### config.mk
export PLATFORM = sky130hd
export DESIGN_NAME = weight_bit_serializer
export DESIGN_NICKNAME = d
export VERILOG_FILES = /design/src/rtl/weight_bit_serializer_pkg.sv /design/src/rtl/weight_bit_serializer_buffer.sv /design/src/rtl/weight_bit_serializer.sv
export SDC_FILE = /design/constraint.sdc
export NUM_CORES = 1
export LEC_CHECK = 0
export CAP_MARGIN = 20
export CORE_MARGIN = 1
export CORE_UTILIZATION = 28
export DETAILED_ROUTE_END_ITERATION = 10
export DONT_BUFFER_PORTS = 1
export PLACE_DENSITY = 0.43
export REMOVE_ABC_BUFFERS = 1
export SLEW_MARGIN = 20
export SYNTH_ARGS = -nofsm -noshare
export SYNTH_HDL_FRONTEND = slang
export SYNTH_SLANG_ARGS = --single-unit
### constraint.sdc
create_clock -name clk -period 3 [get_ports clk]
set_input_delay 0.45 -clock clk [delete_from_list [all_inputs] [get_ports clk]]
set_output_delay 0.45 -clock clk [all_outputs]
set_load 0.02 [all_outputs]
### src/rtl/weight_bit_serializer_pkg.sv
// Shared definitions for the bit-serial weight transmitter: precision bounds,
// FSM encoding and the precision clamp used at word accept.
package weight_bit_serializer_pkg;

  localparam int PREC_MIN = 2;
  localparam int PREC_MAX = 8;

  typedef enum logic {
    IDLE  = 1'b0,
    SHIFT = 1'b1
  } state_t;

  // Clamps a requested precision into [lo, hi] and returns the MSB index (P-1),
  // which is what the shifter actually needs to store per word.
  function automatic logic [2:0] prec_msb(input logic [3:0] p, input int lo, input int hi);
    int c;
    c = int'(p);
    if (c < lo) c = lo;
    else if (c > hi) c = hi;
    return 3'(c - 1);
  endfunction

endpackage

### src/rtl/weight_bit_serializer_buffer.sv
// One-entry pending word register with a full flag; loaded while a word is
// shifting and drained into the active slot at the last-bit edge.
module serial_word_buffer
  import weight_bit_serializer_pkg::*;
#(
  parameter int ACT_WIDTH = 16,
  parameter int W_WIDTH   = 8
) (
  input  logic                 clk,
  input  logic                 rst,
  input  logic                 clear,
  input  logic                 load,
  input  logic                 drain,
  input  logic [ACT_WIDTH-1:0] d_act,
  input  logic [W_WIDTH-1:0]   d_w,
  input  logic [2:0]           d_msb,
  output logic                 full,
  output logic [ACT_WIDTH-1:0] q_act,
  output logic [W_WIDTH-1:0]   q_w,
  output logic [2:0]           q_msb
);

  always_ff @(posedge clk or negedge rst) begin
    if (!rst) begin
      full <= 1'b0;
    end else if (clear) begin
      full <= 1'b0;
    end else if (load) begin
      full <= 1'b1;
    end else if (drain) begin
      full <= 1'b0;
    end
  end

  // NOTE: the payload is qualified by full, so it needs no reset; only the flag does.
  always_ff @(posedge clk) begin
    if (load) begin
      q_act <= d_act;
      q_w   <= d_w;
      q_msb <= d_msb;
    end
  end

endmodule

### src/rtl/weight_bit_serializer.sv
// Bit-serial weight transmitter: accepts {FP16 activation, INT weight} words and
// emits the weight MSB-first, one bit per cycle, with gapless back-to-back words.
module weight_bit_serializer
  import weight_bit_serializer_pkg::*;
#(
  parameter int ACT_WIDTH     = 16,
  parameter int MAX_PRECISION = PREC_MAX,
  parameter int MIN_PRECISION = PREC_MIN
) (
  input  logic                     clk,
  input  logic                     rst,
  input  logic                     clear,
  input  logic [3:0]               precision,
  input  logic                     in_valid,
  output logic                     in_ready,
  input  logic [ACT_WIDTH-1:0]     in_act,
  input  logic [MAX_PRECISION-1:0] in_w,
  output logic [ACT_WIDTH-1:0]     act,
  output logic                     w,
  output logic                     valid,
  output logic                     first,
  output logic                     last,
  output logic [2:0]               bit_idx
);

  state_t                   state, state_next;
  logic [2:0]               bit_idx_next;
  logic [ACT_WIDTH-1:0]     active_act;
  logic [MAX_PRECISION-1:0] active_w;
  logic [2:0]               active_msb;
  logic [2:0]               in_msb;

  logic                     pend_full, pend_load, pend_drain;
  logic [ACT_WIDTH-1:0]     pend_act;
  logic [MAX_PRECISION-1:0] pend_w;
  logic [2:0]               pend_msb;

  logic accept, at_last, load_in, load_pend;

  assign in_msb   = prec_msb(precision, MIN_PRECISION, MAX_PRECISION);
  assign in_ready = !pend_full;
  assign accept   = in_valid && in_ready && !clear;
  assign at_last  = (state == SHIFT) && (bit_idx == active_msb);

  serial_word_buffer #(
    .ACT_WIDTH(ACT_WIDTH),
    .W_WIDTH  (MAX_PRECISION)
  ) u_pending (
    .clk   (clk),
    .rst   (rst),
    .clear (clear),
    .load  (pend_load),
    .drain (pend_drain),
    .d_act (in_act),
    .d_w   (in_w),
    .d_msb (in_msb),
    .full  (pend_full),
    .q_act (pend_act),
    .q_w   (pend_w),
    .q_msb (pend_msb)
  );

  // NOTE: every always_comb output gets a default first, so no path can infer a latch.
  always_comb begin
    state_next   = state;
    bit_idx_next = bit_idx;
    load_in      = 1'b0;
    load_pend    = 1'b0;
    pend_load    = 1'b0;
    pend_drain   = 1'b0;
    if (clear) begin
      state_next   = IDLE;
      bit_idx_next = '0;
    end else begin
      case (state)
        IDLE: begin
          if (accept) begin
            load_in      = 1'b1;
            state_next   = SHIFT;
            bit_idx_next = '0;
          end
        end
        SHIFT: begin
          if (at_last) begin
            // Refill from pending first, else bypass a word arriving this edge.
            bit_idx_next = '0;
            if (pend_full) begin
              load_pend  = 1'b1;
              pend_drain = 1'b1;
            end else if (accept) begin
              load_in = 1'b1;
            end else begin
              state_next = IDLE;
            end
          end else begin
            bit_idx_next = bit_idx + 3'd1;
            pend_load    = accept;
          end
        end
        default: state_next = IDLE;
      endcase
    end
  end

  // NOTE: sequential state uses non-blocking assignments so all registers update together.
  always_ff @(posedge clk or negedge rst) begin
    if (!rst) begin
      state      <= IDLE;
      bit_idx    <= '0;
      active_act <= '0;
      active_w   <= '0;
      active_msb <= '0;
    end else begin
      state   <= state_next;
      bit_idx <= bit_idx_next;
      if (load_in) begin
        active_act <= in_act;
        active_w   <= in_w;
        active_msb <= in_msb;
      end else if (load_pend) begin
        active_act <= pend_act;
        active_w   <= pend_w;
        active_msb <= pend_msb;
      end
    end
  end

  assign valid = (state == SHIFT);
  assign first = valid && (bit_idx == 3'd0);
  assign last  = at_last;
  assign w     = valid && active_w[active_msb - bit_idx];
  assign act   = active_act;

endmodule

* Yosys cells after proc, flatten, opt, wreduce, memory -nomap -nowiden
Cells that the tools add are included.
** Word-level totals
- Register bits :: 59
- Input port bits :: 32
** Operators by class
- Eq/ne operators :: 2
- Reduce and logical (&&, ||, !) cells :: 10
- Bitwise gates (word level) :: 1
- Order comparisons :: 3
- $add $sub $neg :: 3
- Muxes and demuxes :: 33
** Operators by type and width (count)
- $mux 16 :: 2
- $mux 3 :: 7
- $mux 1 :: 18
- $mux 8 :: 2
- $pmux 3 s2 :: 1
- $logic_and 1x1->1 :: 5
- $gt 4x4->1 const B :: 1
- $lt 3x4->1 const B :: 1
- $lt 4x2->1 const B :: 1
- $pmux 1 s2 :: 2
- $add 3x1->3 const B :: 1
- $bmux 1 s3 :: 1
- $eq 3x3->1 :: 1
- $logic_not 3->1 :: 1
- $ne 3x3->1 const B :: 1
- $reduce_bool 3->1 :: 1
- $sub 3x2->3 const B :: 1
- $sub 3x3->3 :: 1
- $logic_not 1->1 :: 2
- $reduce_bool 2->1 :: 1
- $not 1->1 :: 1

* Depth between registers and ports, before layout
Gate-level depths: netlist (run 1).
- Depth in word-level cells :: 9
- Gate-level depth with buffers :: 8
- Gate-level depth less buffers :: 7

* Hierarchy
From an unflattened synthesis (run 1), not the netlist that was laid out.
** Second synthesis, totals
- Cell total of the unflattened synthesis :: 169
- Area, all modules :: 2742.6 um^2
** By module, submodules not included
- weight_bit_serializer :: times used 1, cells each 138, area each 1888.1 um^2, seq. area each 775.7 um^2
- serial_word_buffer :: times used 1, cells each 31, area each 854.6 um^2, seq. area each 835.8 um^2

* Worst setup path after synthesis (run 1)
No wires, ideal clock.
- Path type :: register to register
- Start point :: reg bit_idx[1]
- End point :: reg u_pending.q_act[0], enable pin
- Arrival :: 2.569 ns
- Data required time :: 2.589 ns
- Cell stages (with the launch flop) :: 8
- Clock period less this slack :: 2.979 ns
- Path slack :: 0.021 ns
- Setup time :: 0.411 ns
- Path buffers :: 2
- Path through :: dfrtp_1 -> inv_1 -> ha_1 -> nand2_1 -> o21ai_1 -> buf_2 -> buf_2 -> nor2_1
** Between the ends
- Longest elaborated chain between the ends :: 5
** RTL lines
- from (decl) :: RTL line weight_bit_serializer.sv:23 : output logic [2:0] bit_idx
- from (signal assigned) :: RTL line weight_bit_serializer.sv:115 : bit_idx <= bit_idx_next;
- $eq 3x3->1 :: RTL line weight_bit_serializer.sv:43 : assign at_last = (state == SHIFT) && (bit_idx == active_msb);
- $logic_and 1x1->1 :: RTL line weight_bit_serializer.sv:43
- $mux 1 :: RTL line weight_bit_serializer.sv:84 : if (at_last) begin
- $mux 1 :: RTL line weight_bit_serializer.sv:75 : case (state)
- $mux 1 :: RTL line weight_bit_serializer.sv:71 : if (clear) begin
- named net pend_load :: RTL line weight_bit_serializer.sv:33 : logic pend_full, pend_load, pend_drain;
- to (signal assigned) :: RTL line weight_bit_serializer_buffer.sv:38 : q_act <= d_act;
- to (decl) :: RTL line weight_bit_serializer_buffer.sv:18 : output logic [ACT_WIDTH-1:0] q_act,
The timed path passes the listed nets, and every way through them passes these cells.
A chain may end at the register's enable or synchronous reset.

* Worst setup path in the final report (run 1)
- Start point :: reg bit_idx[0]
- End point :: out w
** Between the ends
- Longest elaborated chain between the ends :: 4
** RTL lines
- $sub 3x3->3 :: RTL line weight_bit_serializer.sv:131 : assign w = valid && active_w[active_msb - bit_idx];
- $bmux 1 s3 :: RTL line weight_bit_serializer.sv:131
- $mux 1 (implied by the code) :: RTL line weight_bit_serializer.sv:131
- $logic_and 1x1->1 :: RTL line weight_bit_serializer.sv:131
- to (decl) :: RTL line weight_bit_serializer.sv:19 : output logic w,
No other way between the ends. The select of a mux whose other input is x is not followed.

==> summary.txt, run 1 <==
Route
  • Final wirelength: 7.39 mm
  • First-iteration detailed-routing DRC count: 77
  • Vias per Instance: 5.16
  • DRC Markers: 0
  • Total via count in the routed design: 1978
  • Routed length per instance: 19.3 µm
  • Antenna-violating nets left: 0
  • DR pass1 iterations: 4

Clock network
  • Number of buffers inserted to repair setup after CTS: 0
  • Clock slew at reported path FFs: 0.07 ns
  • CTS Sinks: 59
  • TritonCTS clock tree: yes
  • Depth of the CTS H-tree: 3
  • Number of clock buffers inserted by TritonCTS: 9
  • Root buffer cell: sky130_fd_sc_hd__clkbuf_8
  • Number of cells upsized or downsized after cts: 0
  • Clock network latency to the later pin of the worst-skew pair: 0.33 ns
  • Longest Clk Path Bufs: 2

Hold path
  • Min-Delay Path Class: primary input to register
  • Worst-case hold path end point: bit_idx[2]
  • HP Start: clear
  • Hold path depth: 1

Finish
  • Sequential cell area: 1610 µm²
  • Fraction of layout instances using a drive strength above 1: 15.7%
  • Signed area change from the synthesized netlist to the final layout: 15.0%
  • Most frequent cells in the layout: sky130_fd_sc_hd__a21oi_1, sky130_fd_sc_hd__dfrtp_1, sky130_fd_sc_hd__edfxtp_1
  • Total Nets Final: 287
  • Final cell count without fillers: 383
  • Filler cells: 948
  • Number of inserted diodes: 0
  • Total area of multi-input combinational cells: 990 µm²

Die
  • FP Rows: 35
  • Die X-Extent: 101 µm
  • Initial cell density of the core: 29.1%
  • IO Count: 56
  • Area enclosed by the die boundary: 10100 µm²
  • Core box area: 9330 µm²
  • Vert. Die Dim: 101 µm

Yosys
  • FF+latch count, synth: 59
  • Library cells used by synthesis: 37
  • Post-Syn Area per Cell: 11.1 µm²
  • Top cell type's share of synthesized area: 29.8%
  • Mapped Cells: 244
  • Cell type with the largest total area after synthesis: sky130_fd_sc_hd__edfxtp_1
  • Synth Warn #: 0
  • Proportion of synthesized chip area in sequential cells: 59.3%
  • Primary FF master, synth: sky130_fd_sc_hd__dfrtp_1
  • Number of flops mapped to enable cells by yosys: 27
  • Top cells by area, synth: sky130_fd_sc_hd__edfxtp_1, sky130_fd_sc_hd__dfrtp_1, sky130_fd_sc_hd__a21oi_1
  • Fraction of synthesis flops using an asynchronous set or reset pin: 54.2%
  • Cell area after synthesis: 2720 µm²

Critical path
  • Kind of launch point of the worst setup path: register
  • Data required time of the worst path: 2.55 ns
  • Critical path capture point type: output pin
  • Largest fanout on the critical path: 4
  • Worst R2R Path Depth: 7
  • Setup CP Type: register to output pin
  • CP arrival: 2.21 ns
  • R2r setup slk: 0.75 ns
  • Endpoint of the worst register-to-register path: active_w[0]
  • Worst R2R Start: bit_idx[1]

Timing
  • Final hold violation count: 0
  • Tightest Pin Transition: 0.715 ns
  • Unrepaired setup endpoints after global routing: false
  • Maximum frequency from static timing analysis: 376 MHz
  • Final Critical Period: 2.66 ns
  • Worst clock skew on the final layout: 0.00855 ns
  • Share of the cycle needed by the critical path after routing: 88.8%
  • Headroom to the max-slew limit: 52.2%
  • Final Slew Violations: 0
  • Finish-stage setup viols: 0
  • Final setup margin: 0.337 ns

Pwr
  • Peak VDD IR: 0.271 mV
  • Power per Cell Area: 776 nW/µm²
  • Leakage power total: 0.00109 µW

Global routing
  • Wire length of the first global-routing pass: 11.5 mm
  • Largest net degree at the start of global routing: 33
  • Number of antenna violations at the first check in global routing: 0
  • Total grt overflow: 0
  • GRT Resource Usage Total: 15.6%
  • Vias in the first global route: 2006

Placed design
  • Post-Place Cells: 365
  • Number of buffer cells added on primary ports: 0
  • Final estimated routing congestion in global placement: 0.679
  • Final HPWL DP: 4.61 mm
  • Worst setup slack before clock tree synthesis: 0.682 ns

Flow run
  • Count of max-cap constraint violations: 0

Status
  • Result of the run: finished, final reports clean
-- worst max-delay path by stage --
stage / start / end / slack, ns / cells past startpoint
finish: bit_idx[0] / w / 0.34 / 6
global route: bit_idx[0] / w / 0.19 / 6
detailed placement: bit_idx[0] / w / 0.68 / 6
CTS: bit_idx[0] / w / 0.29 / 6
global placement: bit_idx[0] / w / 0.75 / 6
floorplan: bit_idx[1] / u_pending.q_act[0] / -0.14 / 5
-- layer usage --
metal / wire length, µm / share of wire (%) / global-route usage, % / vias up
met5: 0 / 0 / 0 / -
li1: - / - / - / 921
met4: 68 / 0.92 / 4.01 / 0
met3: 431 / 5.8 / 6.38 / 4
met1: 3320 / 45 / 19.9 / 1004
met2: 3570 / 48 / 24.4 / 49
-- flip-flops by register name, summed over array words and instances, names as in the netlist --
name and cells:
active_msb 3, valid 1, u_pending.q_act 16, u_pending.full 1
active_w 8, act 16, bit_idx 3, u_pending.q_msb 3
u_pending.q_w 8
-- cell type report --
cell class | count | area share, %
multi-input combinational | 156 | 31.7
clock buffer | 14 | 5.53
sequential | 59 | 51.6
timing repair buffer | 14 | 3.84
inverter | 9 | 1.08
tap | 129 | 5.17
clock inverter | 2 | 1.12
-- cell usage after synthesis, types with 2 or more instances --
master / instances
sky130_fd_sc_hd__a21oi_1: 32
sky130_fd_sc_hd__dfrtp_1: 32
sky130_fd_sc_hd__edfxtp_1: 27
sky130_fd_sc_hd__nand3_1: 25
sky130_fd_sc_hd__o21ai_1: 25
sky130_fd_sc_hd__a31oi_1: 24
sky130_fd_sc_hd__buf_2: 11
sky130_fd_sc_hd__nor2_1: 9
sky130_fd_sc_hd__inv_1: 8
sky130_fd_sc_hd__clkbuf_1: 6
sky130_fd_sc_hd__nor3_1: 6
sky130_fd_sc_hd__ha_1: 5
sky130_fd_sc_hd__nand2_1: 3
sky130_fd_sc_hd__o21ai_0: 3
sky130_fd_sc_hd__buf_4: 2
sky130_fd_sc_hd__mux2i_1: 2
sky130_fd_sc_hd__mux4_2: 2
sky130_fd_sc_hd__nand2b_1: 2
sky130_fd_sc_hd__o31ai_1: 2
-- through the flow --
stage                     TNS, ns  power [µW]  utilization, %  area, µm²  hold slack (ns)
after global routing            0        2560            33.5       3120            0.135
after global placement          0        1680            30.9       2890            0.155
after CTS                       0        2460            33.5       3120            0.148
after detailed placement        0        1670            30.9       2890            0.155
after floorplan             -3.69        1500               -       2620            0.154
final                           0        2430            33.5       3120            0.172
-- logic make-up after synthesis --
family / Yosys count / synth area share [%]
AO/OA/AOI/OAI: 91 / 19.1
flip-flops: 59 / 59.3
adder cells (fa/ha/maj): 6 / 3.04
XOR/XNOR: 3 / 1.66
AND/OR/NAND/NOR: 52 / 9.72
multiplexers: 4 / 2.39
buffers and inverters: 29 / 4.79
-- worst max-delay path: stages, from the launching register on --
cell and delay, ns:
sky130_fd_sc_hd__dfrtp_1 0.51, sky130_fd_sc_hd__ha_1 0.20, sky130_fd_sc_hd__inv_1 0.05, sky130_fd_sc_hd__fa_1 0.53, sky130_fd_sc_hd__mux4_2 0.30, sky130_fd_sc_hd__mux2i_1 0.16, sky130_fd_sc_hd__nor2_1 0.13
-- power breakdown --
part           leakage [µW]  switching, µW  internal [µW]
sequential         0.000612            191            981
clock              0.000107            311            452
combinational      0.000375            295            196
-- timing repair --
item,CTS,global route
setup endpoints to repair,0,0
hold buffers,2,0
endpoints found under the hold margin,32,0
Note: power is estimated with default switching activity, not from simulation.
==> run 2, diff against run 1 <==
--- a/config.mk
+++ b/config.mk
@@ -8,8 +8,10 @@
 export CAP_MARGIN = 20
 export CORE_MARGIN = 1
 export CORE_UTILIZATION = 28
+export CTS_CLUSTER_DIAMETER = 50
 export DETAILED_ROUTE_END_ITERATION = 10
 export DONT_BUFFER_PORTS = 1
+export GPL_TIMING_DRIVEN = 0
 export PLACE_DENSITY = 0.43
 export REMOVE_ABC_BUFFERS = 1
 export SLEW_MARGIN = 20
==> run 2 against run 1 <==
  * Die area did not move
  * Final area up 0.92%
  * Register-to-register slack lost 0.20 ns
  * Critical path depth unchanged
  * Hold slack about the same
  * Via count shrank 3.4%
  * Utilization increased by 0.31 points
  * Total power rose by 4.8%
  * First-iteration DRC count is 44% higher
  * Combinational power is 2% higher
  * Sequential share of layout area decreased by 0.47 points
  * Count of clock-buffer cells in the layout fell by 3
  * Critical endpoint unchanged
  * Largest cell class unchanged
==> summary.txt, run 2 (synthesis gave the netlist of run 1 again) <==
Timing
  • Headroom to the max-slew limit: 45.2% (-7.0 points)
  • Worst hold slack after final layout: 0.172 ns (-0.0000760 ns)
  • Share of the cycle needed by the critical path after routing: 90.2% (+1.5 points)
  • Final hold violation count: 0 (unchanged)
  • Worst clock skew on the final layout: 0.00590 ns (-0.00265 ns)
  • Tightest Pin Transition: 0.822 ns (+0.107 ns)
  • Setup TNS Final: 0 ns (unchanged)
  • Final Slew Violations: 0 (unchanged)
  • Unrepaired setup endpoints after global routing: false
  • Maximum frequency from static timing analysis: 369 MHz (-1.6%)
  • Finish-stage setup viols: 0 (unchanged)
  • Final Critical Period: 2.71 ns (+0.0441 ns)

Critical path
  • Worst R2R Path Depth: 7 (unchanged)
  • Critical path capture point type: output pin
  • Buffers & Inverters on Critical Path: 1 (unchanged)
  • Data required time of the worst path: 2.55 ns (about the same)
  • Delay of the slowest cell on the worst path: 0.49 ns (-0.04 ns)
  • Worst R2R Start: bit_idx[1]
  • Endpoint of the worst register-to-register path: u_pending.q_w[1]
  • R2r setup slk: 0.55 ns (-0.20 ns)
  • Setup CP Type: register to output pin
  • CP delay by family, top: adder cells
  • Largest fanout on the critical path: 4 (unchanged)
  • Slowest cell on crit path: sky130_fd_sc_hd__dfrtp_1
  • Kind of launch point of the worst setup path: register
  • Worst-path cell chain: ha_1, inv_1, fa_1, mux4_2, mux2i_1, nor2_1
  • CP arrival: 2.26 ns (+0.05 ns)

Clock network
  • TritonCTS clock tree: yes
  • CTS Sinks: 59 (unchanged)
  • Number of clock buffers inserted by TritonCTS: 9 (unchanged)
  • Number of buffers inserted to repair setup after CTS: 0 (unchanged)
  • Longest Clk Path Bufs: 2 (unchanged)
  • Root buffer cell: sky130_fd_sc_hd__clkbuf_8
  • Depth of the CTS H-tree: 3 (unchanged)
  • Clock slew at reported path FFs: 0.06 ns (about the same)
  • Clock network latency to the later pin of the worst-skew pair: 0.34 ns (about the same)

Placed design
  • Final HPWL DP: 4.14 mm (-10%)
  • Number of buffer cells added on primary ports: 0 (unchanged)
  • Cell area after placement: 2890 µm² (+0.13%)
  • Final estimated routing congestion in global placement: 0.683 (+0.71%)

Global routing
  • Wire length of the first global-routing pass: 11.7 mm (+1.9%)
  • GRT Resource Usage Total: 15.7% (+0.16 points)
  • Total grt overflow: 0 (unchanged)
  • Vias in the first global route: 2045 (+1.9%)
  • Number of antenna violations at the first check in global routing: 0 (unchanged)
  • Largest net degree at the start of global routing: 33 (unchanged)

Die
  • Vert. Die Dim: 101 µm (unchanged)
  • Initial cell density of the core: 29.1% (unchanged)
  • Area enclosed by the die boundary: 10100 µm² (unchanged)
  • Core box area: 9330 µm² (unchanged)
  • FP Rows: 35 (unchanged)
  • Die X-Extent: 101 µm (unchanged)
  • IO Count: 56 (unchanged)

Hold path
  • Worst-case hold path end point: bit_idx[2]
  • Min-Delay Path Class: primary input to register
  • Hold path depth: 1 (unchanged)
  • HP Start: clear

Pwr
  • Leakage power total: 0.00107 µW (-1.8%)
  • Power per Cell Area: 806 nW/µm² (+3.8%)
  • Peak VDD IR: 0.287 mV (+5.8%)

Route
  • Final wirelength: 7.21 mm (-2.4%)
  • First-iteration detailed-routing DRC count: 111 (+44%)
  • Antenna-violating nets left: 0 (unchanged)
  • Vias per Instance: 5.12 (-0.80%)
  • Total via count in the routed design: 1911 (-3.4%)
  • Routed length per instance: 19.3 µm (+0.21%)
  • DR pass1 iterations: 4 (unchanged)
  • DRC Markers: 0 (unchanged)

Finish
  • Total Nets Final: 277 (-3.5%)
  • Number of inserted diodes: 0 (unchanged)
  • Most frequent cells in the layout: sky130_fd_sc_hd__a21oi_1, sky130_fd_sc_hd__dfrtp_1, sky130_fd_sc_hd__edfxtp_1
  • Fraction of layout instances using a drive strength above 1: 12.7% (-3.0 points)
  • Total area of multi-input combinational cells: 1030 µm² (+3.9%)
  • Final standard cell area without fillers: 3150 µm² (+0.92%)
  • Finished Core Util: 33.8% (+0.31 points)
  • Signed area change from the synthesized netlist to the final layout: 16.0%
  • Sequential cell area: 1610 µm² (unchanged)
  • Filler cells: 928 (-2.1%)

Flow run
  • Count of max-cap constraint violations: 0 (unchanged)

Status
  • Result of the run: finished, final reports clean
run 2: cell count changes in the layout (fill, tap and decap cells not counted), sizes merged:
cell,change
buf,-10
clkbuf,-3
bufinv,+2
clkinvlp,+1
run 2: repair_timing:
item | in CTS | in global routing
hold buffers | 2 | 0
gates resized for setup | 0 | 0
hold endpoints to repair | 32 | 0
run 2: report_power, final:
part           internal [µW]  leakage (µW)  switching, µW
sequential               981      0.000612            187
clock                    550      0.000111            324
combinational            194      0.000351            305
total                   1730       0.00107            816
run 2: final cells by class:
type | instances | share of cell area (%)
sequential | 59 | 51.1
multi-input combinational | 156 | 32.6
tap | 129 | 5.12
clock buffer | 11 | 4.17
clock inverter | 5 | 3.21
timing repair buffer | 4 | 2.70
inverter | 9 | 1.07
run 2: worst max-delay path by stage:
stage / to / depth (start not counted) / startpoint
4_1_cts: w / 6 / bit_idx[0]
2_1_floorplan: u_pending.q_act[0] / 5 / bit_idx[1]
3_3_place_gp: u_pending.q_act[1] / 4 / bit_idx[0]
5_1_grt: w / 6 / bit_idx[0]
6_report: w / 6 / bit_idx[0]
3_5_place_dp: u_pending.q_act[1] / 7 / bit_idx[1]
run 2: per-stage QoR:
step / setup slack (ns) / total power [µW] / cells
5_1_grt: 0.147 / 2680 / 373
4_1_cts: 0.239 / 2580 / 373
6_report: 0.293 / 2540 / 373
2_1_floorplan: -0.137 / 1500 / 224
3_5_place_dp: 0.518 / 1680 / 355
3_3_place_gp: -2.34 / 1630 / 353
run 2: metal layers:
metal  wire (µm)  track usage [%]
met1        3180             19.4
met5           0                0
met4          87             4.46
met2        3520             25.7
met3         420             5.96
